### src/rtl/add_sub_pkg.sv
// Shared constants and elaboration helpers for the segmented add/sub pipeline.
package add_sub_pkg;

    localparam logic MODE_ADD = 1'b0;
    localparam logic MODE_SUB = 1'b1;

    // Width of one carry-chain segment.
    function automatic int unsigned seg_width(input int unsigned width, input int unsigned stages);
        return width / stages;
    endfunction

    // Legal when the operand splits into equal segments of at least one bit.
    function automatic bit cfg_ok(input int unsigned width, input int unsigned stages);
        return (stages >= 1) && (stages <= width) && ((width % stages) == 0);
    endfunction

endpackage

### src/rtl/pipelined_add_sub_if.sv
// Operand/result stream between register-file read and the ALU result mux.
interface pipelined_add_sub_if #(
    parameter int unsigned WIDTH = 32
) ();

    logic             in_valid;
    logic             in_ready;
    logic [WIDTH-1:0] data_a;
    logic [WIDTH-1:0] data_b;
    logic             carry_in;
    logic             sub;
    logic             out_valid;
    logic             out_ready;
    logic [WIDTH-1:0] r_add;
    logic             carry_out;
    logic             overflow;
    logic             zero;

    // Producer of operands and consumer of results.
    modport master (
        output in_valid, data_a, data_b, carry_in, sub, out_ready,
        input  in_ready, out_valid, r_add, carry_out, overflow, zero
    );

    // The adder itself.
    modport slave (
        input  in_valid, data_a, data_b, carry_in, sub, out_ready,
        output in_ready, out_valid, r_add, carry_out, overflow, zero
    );

endinterface

### src/rtl/add_seg.sv
// One combinational slice of the carry chain.
module add_seg #(
    parameter int unsigned SEG = 8
) (
    input  logic [SEG-1:0] a,
    input  logic [SEG-1:0] b,
    input  logic           cin,
    output logic [SEG-1:0] sum,
    output logic           cout,
    output logic           c_msb_in
);

    localparam int unsigned W1 = SEG + 1;

    logic [SEG:0] full;

    assign full     = {1'b0, a} + {1'b0, b} + W1'(cin);
    assign sum      = full[SEG-1:0];
    assign cout     = full[SEG];
    // Carry into the slice MSB, recovered from the sum bit.
    assign c_msb_in = a[SEG-1] ^ b[SEG-1] ^ full[SEG-1];

endmodule

### src/rtl/pipelined_add_sub.sv
// WIDTH-bit add/subtract with the carry chain cut into STAGES registered
// segments; the whole pipe advances or stalls as one on the output handshake.
module pipelined_add_sub
    import add_sub_pkg::*;
#(
    parameter int unsigned WIDTH  = 32,
    parameter int unsigned STAGES = 4
) (
    input  logic               clk,
    input  logic               rst,
    pipelined_add_sub_if.slave bus
);

    localparam int unsigned SEG = seg_width(WIDTH, STAGES);

    if (!cfg_ok(WIDTH, STAGES)) begin : g_cfg_check
        $error("pipelined_add_sub: WIDTH must be a multiple of STAGES and STAGES in 1..WIDTH");
    end

    logic             adv;
    logic             accept;
    logic             last_valid;
    logic [WIDTH-1:0] b_eff;

    // Per-slice inputs (st_*) and results (nx_*); slice k works on bits k*SEG +: SEG.
    logic [WIDTH-1:0] st_a    [STAGES];
    logic [WIDTH-1:0] st_b    [STAGES];
    logic [WIDTH-1:0] st_r    [STAGES];
    logic             st_c    [STAGES];
    logic [WIDTH-1:0] nx_r    [STAGES];
    logic             nx_c    [STAGES];
    logic             nx_m    [STAGES];
    logic [SEG-1:0]   seg_sum [STAGES];

    logic             out_valid_q;
    logic [WIDTH-1:0] r_add_q;
    logic             carry_out_q;
    logic             overflow_q;
    logic             zero_q;

    assign adv    = !out_valid_q || bus.out_ready;
    assign accept = bus.in_valid && adv;
    // B is inverted once at entry; later slices only see the skewed copy.
    assign b_eff  = (bus.sub == MODE_SUB) ? ~bus.data_b : bus.data_b;

    assign st_a[0] = bus.data_a;
    assign st_b[0] = b_eff;
    assign st_c[0] = bus.carry_in;
    assign st_r[0] = '0;

    for (genvar k = 0; k < STAGES; k++) begin : g_slice
        add_seg #(.SEG(SEG)) u_seg (
            .a        (st_a[k][k*SEG +: SEG]),
            .b        (st_b[k][k*SEG +: SEG]),
            .cin      (st_c[k]),
            .sum      (seg_sum[k]),
            .cout     (nx_c[k]),
            .c_msb_in (nx_m[k])
        );
        // Segment k bits of st_r are still zero here, so OR merges the new slice.
        assign nx_r[k] = st_r[k] | (WIDTH'(seg_sum[k]) << (k*SEG));
    end

    if (STAGES > 1) begin : g_pipe
        logic [WIDTH-1:0]  a_q [STAGES-1];
        logic [WIDTH-1:0]  b_q [STAGES-1];
        logic [WIDTH-1:0]  r_q [STAGES-1];
        logic              c_q [STAGES-1];
        logic [STAGES-2:0] v_q;

        // Inter-stage registers: partial result, segment carry and skewed operands.
        always_ff @(posedge clk or posedge rst) begin
            if (rst) begin
                v_q <= '0;
                for (int i = 0; i < int'(STAGES) - 1; i++) begin
                    a_q[i] <= '0;
                    b_q[i] <= '0;
                    r_q[i] <= '0;
                    c_q[i] <= 1'b0;
                end
            end else if (adv) begin
                v_q[0] <= accept;
                for (int i = 1; i < int'(STAGES) - 1; i++) begin
                    v_q[i] <= v_q[i-1];
                end
                for (int i = 0; i < int'(STAGES) - 1; i++) begin
                    a_q[i] <= st_a[i];
                    b_q[i] <= st_b[i];
                    r_q[i] <= nx_r[i];
                    c_q[i] <= nx_c[i];
                end
            end
        end

        for (genvar k = 1; k < STAGES; k++) begin : g_link
            assign st_a[k] = a_q[k-1];
            assign st_b[k] = b_q[k-1];
            assign st_r[k] = r_q[k-1];
            assign st_c[k] = c_q[k-1];
        end

        assign last_valid = v_q[STAGES-2];
    end else begin : g_flat
        assign last_valid = accept;
    end

    // Final stage: result and flags, held while the consumer stalls.
    always_ff @(posedge clk or posedge rst) begin
        if (rst) begin
            out_valid_q <= 1'b0;
            r_add_q     <= '0;
            carry_out_q <= 1'b0;
            overflow_q  <= 1'b0;
            zero_q      <= 1'b0;
        end else if (adv) begin
            out_valid_q <= last_valid;
            r_add_q     <= nx_r[STAGES-1];
            carry_out_q <= nx_c[STAGES-1];
            overflow_q  <= nx_m[STAGES-1] ^ nx_c[STAGES-1];
            zero_q      <= (nx_r[STAGES-1] == '0);
        end
    end

    assign bus.in_ready  = adv;
    assign bus.out_valid = out_valid_q;
    assign bus.r_add     = r_add_q;
    assign bus.carry_out = carry_out_q;
    assign bus.overflow  = overflow_q;
    assign bus.zero      = zero_q;

endmodule

### src/flat_wrapper.sv
// flat-port wrapper written by rule: the top's interface ports become plain ports
module pipelined_add_sub_flat import add_sub_pkg::*;
#(
    parameter int unsigned WIDTH  = 32,
    parameter int unsigned STAGES = 4
)
  (clk, rst, bus_in_valid, bus_data_a, bus_data_b, bus_carry_in, bus_sub, bus_out_ready, bus_in_ready, bus_out_valid, bus_r_add, bus_carry_out, bus_overflow, bus_zero);
  pipelined_add_sub_if #(.WIDTH(WIDTH)) bus_i ();
  input  logic clk;
  input  logic rst;
  input wire logic [$bits(bus_i.in_valid)-1:0] bus_in_valid;
  input wire logic [$bits(bus_i.data_a)-1:0] bus_data_a;
  input wire logic [$bits(bus_i.data_b)-1:0] bus_data_b;
  input wire logic [$bits(bus_i.carry_in)-1:0] bus_carry_in;
  input wire logic [$bits(bus_i.sub)-1:0] bus_sub;
  input wire logic [$bits(bus_i.out_ready)-1:0] bus_out_ready;
  output wire logic [$bits(bus_i.in_ready)-1:0] bus_in_ready;
  output wire logic [$bits(bus_i.out_valid)-1:0] bus_out_valid;
  output wire logic [$bits(bus_i.r_add)-1:0] bus_r_add;
  output wire logic [$bits(bus_i.carry_out)-1:0] bus_carry_out;
  output wire logic [$bits(bus_i.overflow)-1:0] bus_overflow;
  output wire logic [$bits(bus_i.zero)-1:0] bus_zero;
  assign bus_i.in_valid = bus_in_valid;
  assign bus_i.data_a = bus_data_a;
  assign bus_i.data_b = bus_data_b;
  assign bus_i.carry_in = bus_carry_in;
  assign bus_i.sub = bus_sub;
  assign bus_i.out_ready = bus_out_ready;
  assign bus_in_ready = bus_i.in_ready;
  assign bus_out_valid = bus_i.out_valid;
  assign bus_r_add = bus_i.r_add;
  assign bus_carry_out = bus_i.carry_out;
  assign bus_overflow = bus_i.overflow;
  assign bus_zero = bus_i.zero;
  pipelined_add_sub #(.WIDTH(WIDTH), .STAGES(STAGES)) u_core (.clk(clk), .rst(rst), .bus(bus_i));
endmodule
### config.mk
export PLATFORM = sky130hd
export DESIGN_NAME = pipelined_add_sub_flat
export DESIGN_NICKNAME = d
export VERILOG_FILES = /design/src/rtl/add_sub_pkg.sv /design/src/rtl/pipelined_add_sub_if.sv /design/src/rtl/add_seg.sv /design/src/rtl/pipelined_add_sub.sv /design/src/flat_wrapper.sv
export SDC_FILE = /design/constraint.sdc
export NUM_CORES = 1
export LEC_CHECK = 0
export CORE_MARGIN = 8
export CORE_UTILIZATION = 25
export CTS_CLUSTER_SIZE = 40
export DETAILED_ROUTE_END_ITERATION = 7
export GPL_TIMING_DRIVEN = 0
export PLACE_DENSITY = 0.52
export SLEW_MARGIN = 20
export SYNTH_ARGS = -nofsm -noshare
export SYNTH_HDL_FRONTEND = slang
export SYNTH_HIERARCHICAL = 1
export SYNTH_SLANG_ARGS = --single-unit
### constraint.sdc
create_clock -name clk -period 7.8 [get_ports clk]
set_input_delay 1.56 -clock clk [delete_from_list [all_inputs] [get_ports clk]]
set_output_delay 1.56 -clock clk [all_outputs]
set_load 0.03 [all_outputs]
==> summary.txt <==
Outcome
  • Status: complete, no violations

Drt
  • Drt total wl: 22.21 mm
  • Post-DR vias/cell: 4.146
  • 1st-pass router iterations: 4
  • Post-route ant nets: 0
  • Drt wl/cell: 14.18 um
  • Detailed-route DRC error count: 0
  • Vias: between 6000 and 7000
  • Initial DRC count: between 300 and 400

Die
  • Chip height: 203.4 um
  • Die ar.: 0.04137 mm2
  • DIE WIDTH: 203.4 um
  • IO Pins: 107
  • Core box area: 0.03454 mm2
  • Starting Density: 0.2542
  • # rows: 68

Final layout
  • Most frequent cells in the layout: nand2_1 (515), dfrtp_1 (186), clkdlybuf4s50_1 (105), xnor2_1 (33), ha_1 (28)
  • Layout cell share with drive strength beyond 1: 0.08551
  • Most common cell after layout, fill and taps aside: nand2_1
  • Antenna cells: 0
  • Final nets: approximately 1200
  • Non-Filler Cell Area, Final: about 0.011 mm2
  • Layout area overhead: 25.68%
  • Fillers: between 3000 and 4000
  • Final core occ: 0.3194

Worst setup path
  • Crit path kind: in2out
  • CP required: around 6.2 ns
  • Reg2reg setup slack: 5.21 ns
  • Endpoint class of the critical path: output port
  • Signal arrival time at the worst endpoint: 3.34 ns
  • Worst-path fanout max: 10
  • Setup crit start kind: input port

Run
  • Max-cap violations: 0

Power and ir drop
  • Max IR drop VDD: 0.0001935 V
  • Power Total: 0.004563 W
  • LEAKAGE: 5.372 nW
  • Power density over the cells: 413.5 mW/mm2

Placed design
  • Routability congestion estimate: 0.7717
  • Half-perimeter wire length after placement: approximately 17 mm
  • Worst slack, placed: 2.874 ns
  • Port buffer count: ~110
  • Placed cell area: 0.01044 mm2

Timing
  • Fin worst setup slack: ~2.9 ns
  • RSZ-0062 raised after global routing: false
  • Post-route clock period utilization: 0.6288
  • Final setup viols: 0
  • Max Freq: 203.9 MHz
  • Worst-Margin Slew: 0.6654 ns
  • Max_slew headroom: 0.5564
  • Minimum clock period: around 4.9 ns
  • Clock skew: 0.01038 ns
  • Endpoints failing hold: 0
  • Final Max Slew Viols: 0

Clock tree
  • Resized cells post-CTS: 0
  • CTS H-tree lvls: 4
  • Worst skew pair latency: around 0.43 ns
  • Clock sink count: ~190
  • Root buffer selected by CTS: clkbuf_16
  • Maximum buffer depth of the clock tree: 2
  • CTS tree: built
  • Post-CTS Setup Inserts: 0
  • CTS buffer count: 17
  • Hold_buf cts: 0
  • Clk slew on worst S/H paths: 0.07 ns

Synthesis
  • YS warnings: 6
  • Syn Inst Count: 973
  • Avg Cell Area, Syn: 9.023 um2
  • Synthesized Nets: 1079
  • Cell area after synthesis: around 0.009 mm2

GRT
  • GRT overflow: 0
  • Pin count of the biggest net entering global routing: 97
  • First-pass GRT wire length: 36.42 mm
  • Tot GR Track Use: 0.1099
  • Vias in the first global route: 6840
  • Antenna violations before repair: 4

Min path
  • Hold/Removal Path Class: reg2reg
sequential cells by signal, summed over array words and instances, names as in the netlist:
signal / count
u_core/bus.carry_out: 1
u_core/bus.out_valid: 1
u_core/bus.r_add: 32
u_core/bus.overflow: 1
u_core/g_pipe.b_q: 48
u_core/g_pipe.r_q: 48
u_core/bus.zero: 1
u_core/g_pipe.c_q: 3
u_core/g_pipe.a_q: 48
u_core/g_pipe.v_q: 3
per-layer routing:
layer | track usage | part of all wire
met2 | 0.1725 | 0.46
met3 | 0.02840 | 0.040
met4 | 0.02797 | 0.0073
met5 | 0 | 0.0020
met1 | 0.1491 | 0.49
area by class of cell:
class	instances	area, um2	area share
Buffer	45	345.3	0.03130
Clock buffer	17	425.4	0.03855
Clock inverter	15	173.9	0.01576
Inverter	18	77.57	0.007030
Multi-Input combinational cell	724	3710	0.3362
Sequential cell	186	4654	0.4218
Tap cell	455	569.3	0.05159
Timing Repair Buffer	106	1079	0.09774
power by group:
| group | internal (W) | leakage (nW) | switching (W) | total (W) |
|---|---|---|---|---|
| logic | 0.000832 | 2.82 | 0.00120 | 0.00203 |
| registers | 0.00139 | 2.26 | 0.000279 | 0.00167 |
| clock network | 0.000435 | 0.293 | 0.000431 | 0.000866 |
worst max-delay path: stages:
cell and delay (ns):
clkdlybuf4s50_1 0.51, nor2b_4 0.05, buf_6 0.14, inv_4 0.12, buf_2 0.22, clkdlybuf4s50_1 0.74
final timing paths:
check                                      startpoint               endpoint  depth (start not counted)
worst min-delay path            u_core/g_pipe.r_q[71]  u_core/g_pipe.r_q[71]                          2
worst max-delay path                    bus_out_ready           bus_in_ready                          6
worst max register to register  u_core/g_pipe.a_q[24]        u_core/bus.zero                          8
max in group asynchronous                         rst  u_core/g_pipe.b_q[80]                          3
worst min register to register  u_core/g_pipe.r_q[71]  u_core/g_pipe.r_q[71]                          2
min in group asynchronous                         rst   u_core/bus.r_add[21]                          2
through the flow:
step / instances / hold WS (ns) / TNS [ns]
global placement: 1533 / 0.4470 / -279.09
floorplan: 973 / 0.4300 / 0
detailed placement: 1534 / 0.4512 / 0
global route: 1566 / 0.4844 / 0
finish: 1566 / 0.4683 / 0
CTS: 1566 / 0.4733 / 0
Note: power is estimated with default switching activity, not from simulation.
